==> src/rtl/fetch_unit_pkg.sv <==
// rtl/fetch_unit_pkg.sv - shared widths, FSM encodings and default reset PC for the fetch stage
package fetch_unit_pkg;

  localparam int InstAddrBus = 32;
  localparam int InstBus     = 32;

  localparam logic [InstAddrBus-1:0] DEFAULT_RESET_PC = '0;

  typedef enum logic [1:0] {
    ST_REQ  = 2'd0,  // free to issue the next fetch
    ST_WAIT = 2'd1,  // fetch granted, response pending
    ST_DROP = 2'd2   // fetch granted before a redirect; its response is discarded
  } fetch_state_e;

endpackage

==> src/rtl/inst_fifo.sv <==
// rtl/inst_fifo.sv - in-order {pc, instruction} queue between fetch and IF/ID
//
// Ports:
//   clk, rst      clock, async active-high reset
//   push_i        write push_data_i at the tail (ignored when full)
//   push_data_i   entry to write
//   pop_i         drop the head entry (ignored when empty)
//   flush_i       synchronous flush; wins over push and pop
//   count_o       number of valid entries
//   head_o        head entry; holds the last shown head while empty
module inst_fifo #(
  parameter int DEPTH = 4,
  parameter int WIDTH = 64
) (
  input  logic                     clk,
  input  logic                     rst,
  input  logic                     push_i,
  input  logic [WIDTH-1:0]         push_data_i,
  input  logic                     pop_i,
  input  logic                     flush_i,
  output logic [$clog2(DEPTH):0]   count_o,
  output logic [WIDTH-1:0]         head_o
);

  localparam int PTR_W = $clog2(DEPTH);
  localparam logic [PTR_W:0] CNT_FULL = (PTR_W+1)'(DEPTH);

  logic [WIDTH-1:0] mem_q [DEPTH];
  logic [PTR_W-1:0] rd_ptr_q, wr_ptr_q;
  logic [PTR_W:0]   count_q;
  logic [WIDTH-1:0] last_q;
  logic             do_push, do_pop;

  assign do_push = push_i && (count_q != CNT_FULL);
  assign do_pop  = pop_i && (count_q != '0);

  always_ff @(posedge clk or posedge rst) begin
    if (rst) begin
      for (int i = 0; i < DEPTH; i++) mem_q[i] <= '0;
      rd_ptr_q <= '0;
      wr_ptr_q <= '0;
      count_q  <= '0;
      last_q   <= '0;
    end else begin
      // Remember the current head so the outputs hold it once the queue empties.
      if (count_q != '0) last_q <= mem_q[rd_ptr_q];
      if (flush_i) begin
        rd_ptr_q <= '0;
        wr_ptr_q <= '0;
        count_q  <= '0;
      end else begin
        if (do_push) begin
          mem_q[wr_ptr_q] <= push_data_i;
          wr_ptr_q        <= wr_ptr_q + PTR_W'(1);
        end
        if (do_pop) rd_ptr_q <= rd_ptr_q + PTR_W'(1);
        if (do_push && !do_pop)      count_q <= count_q + (PTR_W+1)'(1);
        else if (do_pop && !do_push) count_q <= count_q - (PTR_W+1)'(1);
      end
    end
  end

  assign count_o = count_q;
  assign head_o  = (count_q != '0) ? mem_q[rd_ptr_q] : last_q;

endmodule

==> src/rtl/fetch_unit.sv <==
// rtl/fetch_unit.sv - instruction fetch stage: PC, one-outstanding memory fetch FSM, instruction queue
//
// Optional feature macro: FETCH_BYPASS_EN (response forwarded straight to IF/ID when the queue is empty).
//
// Ports:
//   clk, rst                    clock, async active-high reset
//   mem_req_o, mem_addr_o       fetch request and word address
//   mem_gnt_i                   request accepted this cycle
//   mem_rvalid_i, mem_rdata_i   in-order fetch response
//   redirect_i, redirect_pc_i   taken branch/jump: flush and refetch from target
//   inst_valid_o, inst_o        head of the instruction queue
//   inst_pc_o                   PC of the head instruction
//   id_ready_i                  IF/ID accepts the head this cycle
module fetch_unit
  import fetch_unit_pkg::*;
#(
  parameter int ADDR_W = InstAddrBus,
  parameter int DATA_W = InstBus,
  parameter int DEPTH  = 4,
  parameter logic [ADDR_W-1:0] RESET_PC = ADDR_W'(DEFAULT_RESET_PC)
) (
  input  logic              clk,
  input  logic              rst,
  output logic              mem_req_o,
  output logic [ADDR_W-1:0] mem_addr_o,
  input  logic              mem_gnt_i,
  input  logic              mem_rvalid_i,
  input  logic [DATA_W-1:0] mem_rdata_i,
  input  logic              redirect_i,
  input  logic [ADDR_W-1:0] redirect_pc_i,
  output logic              inst_valid_o,
  output logic [DATA_W-1:0] inst_o,
  output logic [ADDR_W-1:0] inst_pc_o,
  input  logic              id_ready_i
);

  localparam int CNT_W = $clog2(DEPTH) + 1;
  localparam logic [CNT_W-1:0] CNT_FULL = CNT_W'(DEPTH);

  fetch_state_e      state_q, state_d;
  logic [ADDR_W-1:0] pc_q, pc_d;
  logic [ADDR_W-1:0] req_pc_q, req_pc_d;
  logic [CNT_W-1:0]  count;
  logic [ADDR_W+DATA_W-1:0] head;
  logic              push, fifo_push, pop, bypass;

  // Issue is gated on queue space so a returning response always has a slot.
  assign mem_req_o  = !rst && (state_q == ST_REQ) && (count < CNT_FULL) && !redirect_i;
  assign mem_addr_o = pc_q;

  always_comb begin
    state_d  = state_q;
    pc_d     = pc_q;
    req_pc_d = req_pc_q;
    push     = 1'b0;
    unique case (state_q)
      ST_REQ: begin
        if (mem_req_o && mem_gnt_i) begin
          req_pc_d = pc_q;
          pc_d     = pc_q + ADDR_W'(4);
          state_d  = ST_WAIT;
        end
      end
      ST_WAIT: begin
        if (mem_rvalid_i) begin
          push    = 1'b1;
          state_d = ST_REQ;
        end
      end
      ST_DROP: begin
        if (mem_rvalid_i) state_d = ST_REQ;
      end
      default: state_d = ST_REQ;
    endcase
    if (redirect_i) begin
      pc_d = {redirect_pc_i[ADDR_W-1:2], 2'b00};
      push = 1'b0;
      // A fetch still in flight must have its response swallowed.
      if (state_q == ST_WAIT) state_d = mem_rvalid_i ? ST_REQ : ST_DROP;
    end
  end

  always_ff @(posedge clk or posedge rst) begin
    if (rst) begin
      state_q  <= ST_REQ;
      pc_q     <= RESET_PC;
      req_pc_q <= '0;
    end else begin
      state_q  <= state_d;
      pc_q     <= pc_d;
      req_pc_q <= req_pc_d;
    end
  end

`ifdef FETCH_BYPASS_EN
  assign bypass = (count == '0) && (state_q == ST_WAIT) && mem_rvalid_i && !redirect_i;
`else
  assign bypass = 1'b0;
`endif

  // A bypassed response consumed by IF/ID in the same cycle never enters the queue.
  assign fifo_push = push && !(bypass && id_ready_i);
  assign pop       = (count != '0) && id_ready_i && !redirect_i;

  inst_fifo #(
    .DEPTH (DEPTH),
    .WIDTH (ADDR_W + DATA_W)
  ) u_fifo (
    .clk         (clk),
    .rst         (rst),
    .push_i      (fifo_push),
    .push_data_i ({req_pc_q, mem_rdata_i}),
    .pop_i       (pop),
    .flush_i     (redirect_i),
    .count_o     (count),
    .head_o      (head)
  );

  assign inst_valid_o = (count != '0) || bypass;
  assign inst_o       = bypass ? mem_rdata_i : head[DATA_W-1:0];
  assign inst_pc_o    = bypass ? req_pc_q    : head[ADDR_W+DATA_W-1:DATA_W];

endmodule

==> config.mk <==
export PLATFORM = sky130hd
export DESIGN_NAME = fetch_unit
export DESIGN_NICKNAME = d
export VERILOG_FILES = /design/src/rtl/fetch_unit_pkg.sv /design/src/rtl/inst_fifo.sv /design/src/rtl/fetch_unit.sv
export SDC_FILE = /design/constraint.sdc
export NUM_CORES = 1
export LEC_CHECK = 0
export BUFFER_PORTS_ARGS = -buffer_cell sky130_fd_sc_hd__buf_4
export CORE_MARGIN = 8
export CORE_UTILIZATION = 55
export DETAILED_ROUTE_END_ITERATION = 8
export PLACE_DENSITY = 0.85
export SLEW_MARGIN = 30
export SYNTH_ARGS = -nofsm -noshare
export SYNTH_HDL_FRONTEND = slang
export SYNTH_SLANG_ARGS = --single-unit
==> constraint.sdc <==
create_clock -name clk -period 13.5 [get_ports clk]
set_input_delay 0.675 -clock clk [delete_from_list [all_inputs] [get_ports clk]]
set_output_delay 0.675 -clock clk [all_outputs]
set_load 0.03 [all_outputs]
==> run_results.csv, run 1 <==
group,metric,value,unit
outcome,status,"complete, no violations",
worst_setup_path,worstSetupEndpointType,"output port",
worst_setup_path,crit_buf_inv,2,
synth,synth-seq-cells,381,
placed_design,port_buffers,163,
synth,netlist_area,16600,um2
sta,setup_tns,0,ps
floorplan,initial_core_util,55.87,%
floorplan,num_rows,63,
clock_network,cts_sinks,381,
grt,grt_usage,21.19,%
finish,layout-drive-gt1-share,39.82,%
pwr,p_per_area,217.9,nW/um2
worst_setup_path,path_cells,"buf_4 -> mux4_2 -> nand2_1 -> nand2_1 -> buf_4",
worst_setup_path,crit_required,12820,ps
synth,synth_edf_count,0,
worst_hold_path,min_path_type,"in2async",
synth,yosysTopAreaCell,"dfrtp_1",
synth,synth_area_leaders,"dfrtp_1 57%, mux2_2 17%, mux4_2 8.4%",
sta,slew_viol_final,0,
worst_setup_path,path_max_fanout,44,
grt,grt_start_max_net_pins,156,
sta,worstMarginPinSlew,903.9,ps
clock_network,clk_latency,520,ps
finish,design_area,19560,um2
synth,synth_warnings,0,
route,first_pass_iters,5,
worst_setup_path,cp-startpoint,"u_fifo.rd_ptr_q[0]",
worst_setup_path,worstSetupPathType,"reg2out",
clock_network,hold_buffers,0,
synth,netlist.area_leader.share,57.42,%
synth,synth_commonest_cells,"381 x dfrtp_1, 312 x nand2_1, 249 x mux2_2",
finish,final_util,65.81,%
placed_design,place_congestion,0.8310,
route,drc,0,
route,drtIter0Drc,773,
placed_design,hpwl,23290,um
route,vias,10690,
run,max-cap-violations,0,
route,vias_per_cell,5.844,
floorplan,die_w,189.7,um
finish,area_growth,17.78,%
finish,diodes,0,
sta,holdWs,332.5,ps
synth,async_flop_share,100.0,%
pwr,p_leak,9.546,nW
sta,hold_viol_final,0,
clock_network,ctsHtreeMaxLevel,2,
placed_design,place_area,18120,um2
clock_network,cts_tree,"built",
worst_setup_path,cp_slowest_cell,"buf_4",
finish,nNetsFinal,1487,
clock_network,cts-root-buf,"clkbuf_16",
worst_setup_path,cp_slowest_stage_delay,730,ps
sta,rsz0062_at_grt,"no",
synth,syn_area_per_cell,13.13,um2
grt,grt_pass1_vias,11440,
synth,synth_ff_type,"dfrtp_1",
worst_setup_path,r2r_start,"state_q[1]",
grt,grt-ovfl-total,0,
clock_network,clkTransAtPathRegs,60,ps
sta,fmax,278.5,MHz
worst_setup_path,critPathLaunchType,"flop",
floorplan,die_y,189.7,um
sta,fin_worst_skew,18.55,ps
clock_network,cts_buffers,41,
sta,final.min_clock_period,3591,ps
synth,seq_area_frac_synth,57.42,%
synth,netlist_instances,1265,
sta,fin_crit_sh,26.60,%
floorplan,dieArea,36000,um2
floorplan,coreArea,29720,um2
sta,setup_viol,0,
worst_setup_path,crit_arrival,2920,ps
pwr,ir_drop,0.0001554,V
grt,grt_pass1_wl,62150,um
sta,slew_headroom,39.74,%
route,wirelength,37640,um
synth,yosysMostFrequentCell,"dfrtp_1",
floorplan,ios,168,
synth,synth_cell_types,53,
clock_network,cts.path.max_buffers,3,
route,routedWlPerCell,20.58,um
worst_setup_path,cp_top_family,"buffers and inverters",
route,postRouteAntennaNets,0,
clock_network,postCtsSetupBuffers,0,
grt,antenna_found_initial,0,
clock_network,ctsResizeCount,0,
## final cells by class
type                       instances  area (um2)
clock inverter                    14       161.4
tap                              390       488.0
sequential                       381        9542
fill                            2124       10160
inverter                          14       65.06
timing repair buffer             177        1438
multi-input combinational        793        6623
clock buffer                      60        1240
## flip-flops by register name (all words and copies together), names as in the netlist
signal and flops:
mem_addr_o 30, req_pc_q 30, state_q 2, u_fifo.count_o 3
u_fifo.last_q 64, u_fifo.mem_q 248, u_fifo.rd_ptr_q 2, u_fifo.wr_ptr_q 2
## cell families after synthesis
logic type	synth area share, %
AOI/OAI and AO/OA	2.901
xor gates and xnor gates	0.2638
adders and majority gates	0.7235
buffers and inverters	2.803
DFF	57.42
muxes	25.54
other	0.02259
and+or+nand+nor	10.32
## per-stage QoR
stage | instances | total power, mW | setup slack, ps
after global placement | 1749 | 3.082 | 10330
after CTS | 1828 | 4.306 | 9818
after floorplan | 1266 | 2.597 | 2239
final | 1829 | 4.261 | 9909
after global routing | 1829 | 4.489 | 9744
after detailed placement | 1754 | 3.153 | 10330
## power by group
part	switching (mW)	internal, mW	total (mW)
sequential	0.198	1.42	1.62
clock	0.439	0.696	1.13
combinational	0.918	0.592	1.51
## placed cells by master (no fill, tap or decap), types with 3 or more instances in the layout
| cell type | n |
|---|---|
| or4_1 | 3 |
| and3_1 | 3 |
| mux4_2 | 62 |
| mux2_2 | 249 |
| clkbuf_8 | 10 |
| a21oi_1 | 5 |
| o311ai_0 | 15 |
| nand2_1 | 312 |
| buf_16 | 4 |
| nor2_1 | 19 |
| a22oi_1 | 4 |
| and2_1 | 5 |
| nand3_1 | 19 |
| bufinv_16 | 3 |
| o21ai_0 | 17 |
| o211ai_1 | 12 |
| clkbuf_1 | 7 |
| clkbuf_16 | 43 |
| buf_4 | 170 |
| ha_1 | 8 |
| and4_1 | 5 |
| dfrtp_1 | 379 |
| nand4_1 | 6 |
| clkinv_2 | 6 |
| xor2_1 | 3 |
| inv_1 | 12 |
| or3_1 | 5 |
| and2_4 | 5 |
| mux2i_1 | 4 |
## metal layers
| layer | up-vias | track usage (%) | wire (um) |
|---|---|---|---|
| met5 | - | 0 | 0 |
| met4 | 0 | 4.781 | 627 |
| met3 | 62 | 4.266 | 2169 |
| met2 | 319 | 35.26 | 18580 |
| met1 | 5563 | 28.56 | 16260 |
| li1 | 4745 | - | - |
## final timing paths
check / slack (ps) / depth (start not counted) / endpoint
worst min register to register: 460 / 2 / u_fifo.last_q[40]
worst min-delay path: 330 / 2 / u_fifo.mem_q[232]
max in group asynchronous: 11790 / 3 / u_fifo.last_q[11]
min in group clk: 360 / 3 / mem_addr_o[20]
worst max register to register: 10700 / 7 / u_fifo.mem_q[129]
worst max-delay path: 9910 / 5 / inst_o[7]
Power figures use the tool's default switching activity.
==> run 2: changes to the inputs <==
--- a/config.mk
+++ b/config.mk
@@ -7,9 +7,9 @@
 export LEC_CHECK = 0
 export BUFFER_PORTS_ARGS = -buffer_cell sky130_fd_sc_hd__buf_4
 export CORE_MARGIN = 8
-export CORE_UTILIZATION = 55
+export CORE_UTILIZATION = 53
 export DETAILED_ROUTE_END_ITERATION = 8
-export PLACE_DENSITY = 0.85
+export PLACE_DENSITY = 0.86
 export SLEW_MARGIN = 30
 export SYNTH_ARGS = -nofsm -noshare
 export SYNTH_HDL_FRONTEND = slang
==> constraint.sdc (replaced) <==
create_clock -name clk -period 3.2 [get_ports clk]
set_input_delay 0.16 -clock clk [delete_from_list [all_inputs] [get_ports clk]]
set_output_delay 0.16 -clock clk [all_outputs]
set_load 0.03 [all_outputs]
==> run 2 against run 1 <==
Utilization fell by 0.94 points. Global-route usage rose by 0.73 points. Largest power group unchanged. Cell area rose by 3.6%. Die area rose by 3.5%. Non-clock buffer count rose by 75. Via count rose by 2.9%. Clock-buffer cell count rose by 4. Routed wire length rose by 4.9%. Combinational power rose to 4.3 times the previous value. Register-to-register slack got worse by 10000 ps.
==> run_results.csv, run 2 (same netlist as run 1, synthesis figures left out) <==
group,metric,value,unit
sta,final.min_clock_period,2699,ps
route,postRouteAntennaNets,0,
finish,largest_register_ffs,248,
sta,worstMarginPinSlew,850.5,ps
route,vias,11000,
finish,nNetsFinal,1561,
finish,design_area,20260,um2
clock_network,ctsHtreeMaxLevel,2,
route,first_pass_iters,5,
clock_network,postCtsSetupBuffers,0,
finish,largest_registers,"u_fifo.mem_q (248), u_fifo.last_q (64)",
sta,fmax,370.5,MHz
grt,grt-busiest-layer,"met2",
pwr,p_leak,9.838,nW
finish,final_common_cell,"dfrtp_1",
grt,grt_start_max_net_pins,94,
sta,slew_headroom,43.09,%
floorplan,initial_core_util,53.17,%
floorplan,die_w,193.0,um
worst_hold_path,holdCritStartpoint,"mem_gnt_i",
placed_design,port_buffers,163,
grt,use_met3,4.245,%
grt,grt-ovfl-total,0,
worst_setup_path,path_max_fanout,29,
worst_setup_path,critPathLaunchType,"flop",
pwr,ir_drop,0.0006682,V
sta,fin_crit_sh,84.35,%
clock_network,cts_sinks,381,
worst_setup_path,cp-startpoint,"u_fifo.rd_ptr_q[0]",
outcome,status,"complete, no violations",
floorplan,dieArea,37250,um2
worst_setup_path,path_cells,"buf_4 -> mux4_2 -> nand2_1 -> nand2_1 -> buf_4",
finish,area_growth,22.00,%
worst_setup_path,worstSetupEndpointType,"output port",
pwr,p_per_area,889.3,nW/um2
route,drtIter0Drc,672,
placed_design,place_ws,641.6,ps
clock_network,cts_tree,"built",
floorplan,num_rows,65,
grt,grt_pass1_vias,12250,
route,drc,0,
run,max-cap-violations,0,
grt,grt_usage,21.92,%
floorplan,ios,168,
grt,grt_pass1_wl,65250,um
floorplan,die_y,193.0,um
worst_setup_path,crit_required,3040,ps
finish,layout_common_cells,"379 x dfrtp_1, 311 x nand2_1, 249 x mux2_2",
placed_design,place_area,18270,um2
grt,grtUsageMet2,37.31,%
sta,fin_worst_skew,20.24,ps
sta,hold_viol_final,0,
sta,setup_viol,0,
clock_network,cts-root-buf,"clkbuf_16",
finish,multi_input_area,6625,um2
placed_design,hpwl,24510,um
worst_hold_path,min_path_type,"in2reg",
sta,holdWs,86.87,ps
sta,slew_viol_final,0,
finish,regArea,9542,um2
worst_setup_path,r2r_start,"state_q[1]",
clock_network,clk_latency,530,ps
worst_setup_path,worstSetupPathType,"reg2out",
route,routedWlPerCell,20.61,um
grt,antenna_found_initial,2,
route,wirelength,39500,um
finish,regMostFlops,"u_fifo.mem_q",
finish,nFillCells,2188,
worst_setup_path,cp_slowest_cell,"dfrtp_4",
worst_setup_path,crit_arrival,2540,ps
sta,setup_ws,500.8,ps
clock_network,cts.path.max_buffers,3,
placed_design,place_congestion,0.8485,
pwr,power.total,18.01,mW
worst_setup_path,cp_slowest_stage_delay,810,ps
floorplan,coreArea,31230,um2
clock_network,cts_buffers,40,
route,vias_per_cell,5.742,
clock_network,clkTransAtPathRegs,60,ps
finish,layout-drive-gt1-share,38.23,%
sta,rsz0062_at_grt,"no",
grt,grt_util_met1,28.61,%
==> run 2: changes by cell type in the layout (fill, tap and decap cells not counted), sizes merged <==
cell / change
clkinvlp: -1
bufinv: -1
diode: +2
clkinv: -3
clkbuf: +4
buf: +10
inv: -1
dlygate4sd3: +65
==> run 2: critical path, delay by kind of cell, from the launching register on <==
| family | cells | cell delay [ps] |
|---|---|---|
| DFF | 1 | 810 |
| muxes | 1 | 520 |
| buffers and inverters | 2 | 480 |
| and+or+nand+nor | 2 | 180 |
==> run 2: per-stage QoR <==
step	utilization [%]	setup TNS, ps	cells
6_report	64.86	0	1916
4_1_cts	64.85	0	1914
3_3_place_gp	58.49	0	1777
2_1_floorplan	-	-792480	1266
3_5_place_dp	58.49	0	1777
5_1_grt	64.86	0	1916
==> run 2: path summary, 6_finish.rpt <==
kind | end | cells past startpoint | slack, ps
worst max-delay path | inst_o[19] | 5 | 500
worst min-delay path | mem_addr_o[5] | 4 | 90
worst max register to register | u_fifo.mem_q[210] | 7 | 580
worst min register to register | u_fifo.last_q[7] | 2 | 460
max in group asynchronous | u_fifo.mem_q[241] | 4 | 1880
min in group asynchronous | u_fifo.rd_ptr_q[0] | 3 | 370
==> run 2: power breakdown <==
group	switching [mW]	internal, mW
Sequential	0.883	5.98
Clock	1.83	2.80
Combinational	3.92	2.59
==> run 2: layer usage <==
metal	part of all wire, %	wire length [um]
met5	0	0
met1	42	16650
met3	6.1	2399
met2	50	19810
met4	1.6	646
==> run 2: layout make-up <==
cell class	instances	area share, %
sequential	381	47.10
multi-input combinational	793	32.71
antenna	2	0.02471
clock buffer	64	6.084
timing repair buffer	252	10.82
clock inverter	8	0.5003
inverter	14	0.2779
tap	402	2.483
==> run 2: repair_timing <==
item,in CTS,in global routing
hold buffers,65,0
gates resized for setup,0,0
hold endpoints to repair,186,0
==> run 3: changes to the inputs <==
==> constraint.sdc (replaced) <==
create_clock -name clk -period 2.25 [get_ports clk]
set_input_delay 0.1125 -clock clk [delete_from_list [all_inputs] [get_ports clk]]
set_output_delay 0.1125 -clock clk [all_outputs]
set_load 0.03 [all_outputs]
==> run 3 against run 2 <==
The flow now finishes with violations (setup timing). Sequential cell count stayed put. Sequential share of layout area is 3.1 points lower. Clock skew hardly changed. Non-clock buffer count is 69 higher. Die area stayed put. Clock power is 45% higher. Combinational power is 87% higher. Setup slack worse by 510 ps. Worst hold slack better by 76 ps. Sequential power is 42% higher.
==> run_results.csv, run 3 (same netlist as run 1, synthesis figures left out) <==
group,metric,value,unit
pwr,p_leak,10.40,nW
clock_network,cts-root-buf,"clkbuf_16",
sta,final.min_clock_period,2256,ps
floorplan,die_w,193.0,um
worst_setup_path,worstSetupEndpointType,"output port",
sta,fin_crit_sh,100.2,%
worst_hold_path,min_path_type,"in2reg",
finish,regArea,9544,um2
finish,area_growth,30.53,%
grt,grt_util_met1,29.48,%
finish,regMostFlops,"u_fifo.mem_q",
finish,largest_register_ffs,248,
floorplan,dieArea,37250,um2
sta,rsz0062_at_grt,"yes",
run,max-cap-violations,0,
clock_network,cts_sinks,381,
finish,nNetsFinal,1630,
outcome,status,"complete, but fails checks",
grt,grtUsageMet2,38.31,%
worst_setup_path,crit_required,2140,ps
route,vias_per_cell,5.829,
route,vias,11560,
floorplan,initial_core_util,53.17,%
grt,grt-busiest-layer,"met2",
sta,setup_ws,-5.558,ps
finish,nFillCells,2067,
finish,layout_common_cells,"377 x dfrtp_1, 249 x mux2_2, 230 x nand2_1",
clock_network,ctsHtreeMaxLevel,2,
sta,worstMarginPinSlew,635.0,ps
route,drc,0,
worst_setup_path,critPathLaunchType,"flop",
placed_design,port_buffers,163,
sta,setup_viol,1,
placed_design,hpwl,24560,um
sta,setup_tns,-5.558,ps
placed_design,place_ws,11.06,ps
floorplan,num_rows,65,
route,postRouteAntennaNets,0,
clock_network,clkTransAtPathRegs,60,ps
worst_setup_path,path_max_fanout,8,
clock_network,cts_buffers,40,
grt,use_met3,4.047,%
placed_design,place_congestion,0.8439,
placed_design,dpl.cell_count,1807,
floorplan,ios,168,
floorplan,coreArea,31230,um2
finish,final_common_cell,"dfrtp_1",
sta,hold_viol_final,0,
outcome,failed_checks,"setup timing",
clock_network,cts_tree,"built",
finish,final_cell_count_no_fill,1984,
sta,fmax,443.3,MHz
floorplan,die_y,193.0,um
finish,multi_input_area,6894,um2
grt,grt_pass1_vias,12320,
worst_setup_path,crit_arrival,2140,ps
grt,grt_pass1_wl,66790,um
grt,antenna_found_initial,0,
sta,fin_worst_skew,20.20,ps
finish,layout-drive-gt1-share,47.03,%
grt,grt_usage,22.60,%
sta,slew_viol_final,0,
sta,holdWs,163.4,ps
finish,largest_registers,"u_fifo.mem_q (248), u_fifo.last_q (64)",
grt,grt-ovfl-total,0,
sta,slew_headroom,57.67,%
pwr,ir_drop,0.001066,V
route,wirelength,44890,um
pwr,p_per_area,1322,nW/um2
clock_network,clk_latency,530,ps
grt,grt_start_max_net_pins,91,
route,routedWlPerCell,22.63,um
route,first_pass_iters,5,
finish,diodes,0,
route,drtIter0Drc,653,
clock_network,cts.path.max_buffers,3,
worst_setup_path,worstSetupPathType,"reg2out",
[run 3: changes by cell type in the layout (fill, tap and decap cells not counted), sizes merged]
cell,before,now
buf,187,248
clkinv,4,9
clkinvlp,1,3
diode,2,0
dlygate4sd3,65,66
inv,15,16
[run 3: cell type report]
class	count	share of cell area, %
flip-flops and latches	381	44.04
multi-input cells	793	31.81
repair buffers	321	15.27
clock buffers	57	5.612
well taps	402	2.321
clock inverters	16	0.6755
inverters	14	0.2713
[run 3: critical path, stage by stage, from the launching register on]
cell and delay [ps]:
dfrtp_4 430, buf_12 160, buf_12 150, mux4_2 570, nand2_2 100, nand2_2 60
buf_6 140
[run 3: path summary, 6_finish.rpt]
kind | cells past startpoint | slack (ps) | to | startpoint
setup reg to reg | 8 | 10 | u_fifo.count_o[2] | state_q[0]
setup / recovery | 6 | -6 | inst_o[28] | u_fifo.rd_ptr_q[1]
min in group asynchronous | 3 | 220 | req_pc_q[13] | rst
hold reg to reg | 2 | 460 | u_fifo.last_q[36] | u_fifo.last_q[36]
hold / removal | 5 | 160 | req_pc_q[30] | redirect_i
max in group asynchronous | 4 | 1040 | u_fifo.last_q[38] | rst
[run 3: layer usage]
metal	routed length, um	vias up
li1	-	5026
met1	18340	5977
met2	22190	446
met3	2833	115
met4	1535	0
met5	0	-
[run 3: report_power, final]
group	internal (mW)	switching, mW
registers	8.51	1.24
clock network	4.01	2.71
logic	5.31	6.88
total	17.8	10.8
[run 3: repair_timing]
action                                  CTS  global route
hold endpoints to repair                192             0
hold buffers                             66             0
gates cloned                              1             9
endpoints found under the setup margin   66            67
pin swaps                                 3            50
setup buffers                             6            23
gates resized for setup                  24           152
[run 3: per-stage QoR]
stage | instance area, um2 | utilization (%) | total power, mW
2_1_floorplan | 16620 | - | 15.59
3_3_place_gp | 18640 | 59.67 | 18.74
3_5_place_dp | 18640 | 59.67 | 19.13
4_1_cts | 20820 | 66.66 | 26.32
5_1_grt | 21670 | 69.40 | 29.93
6_report | 21670 | 69.40 | 28.66
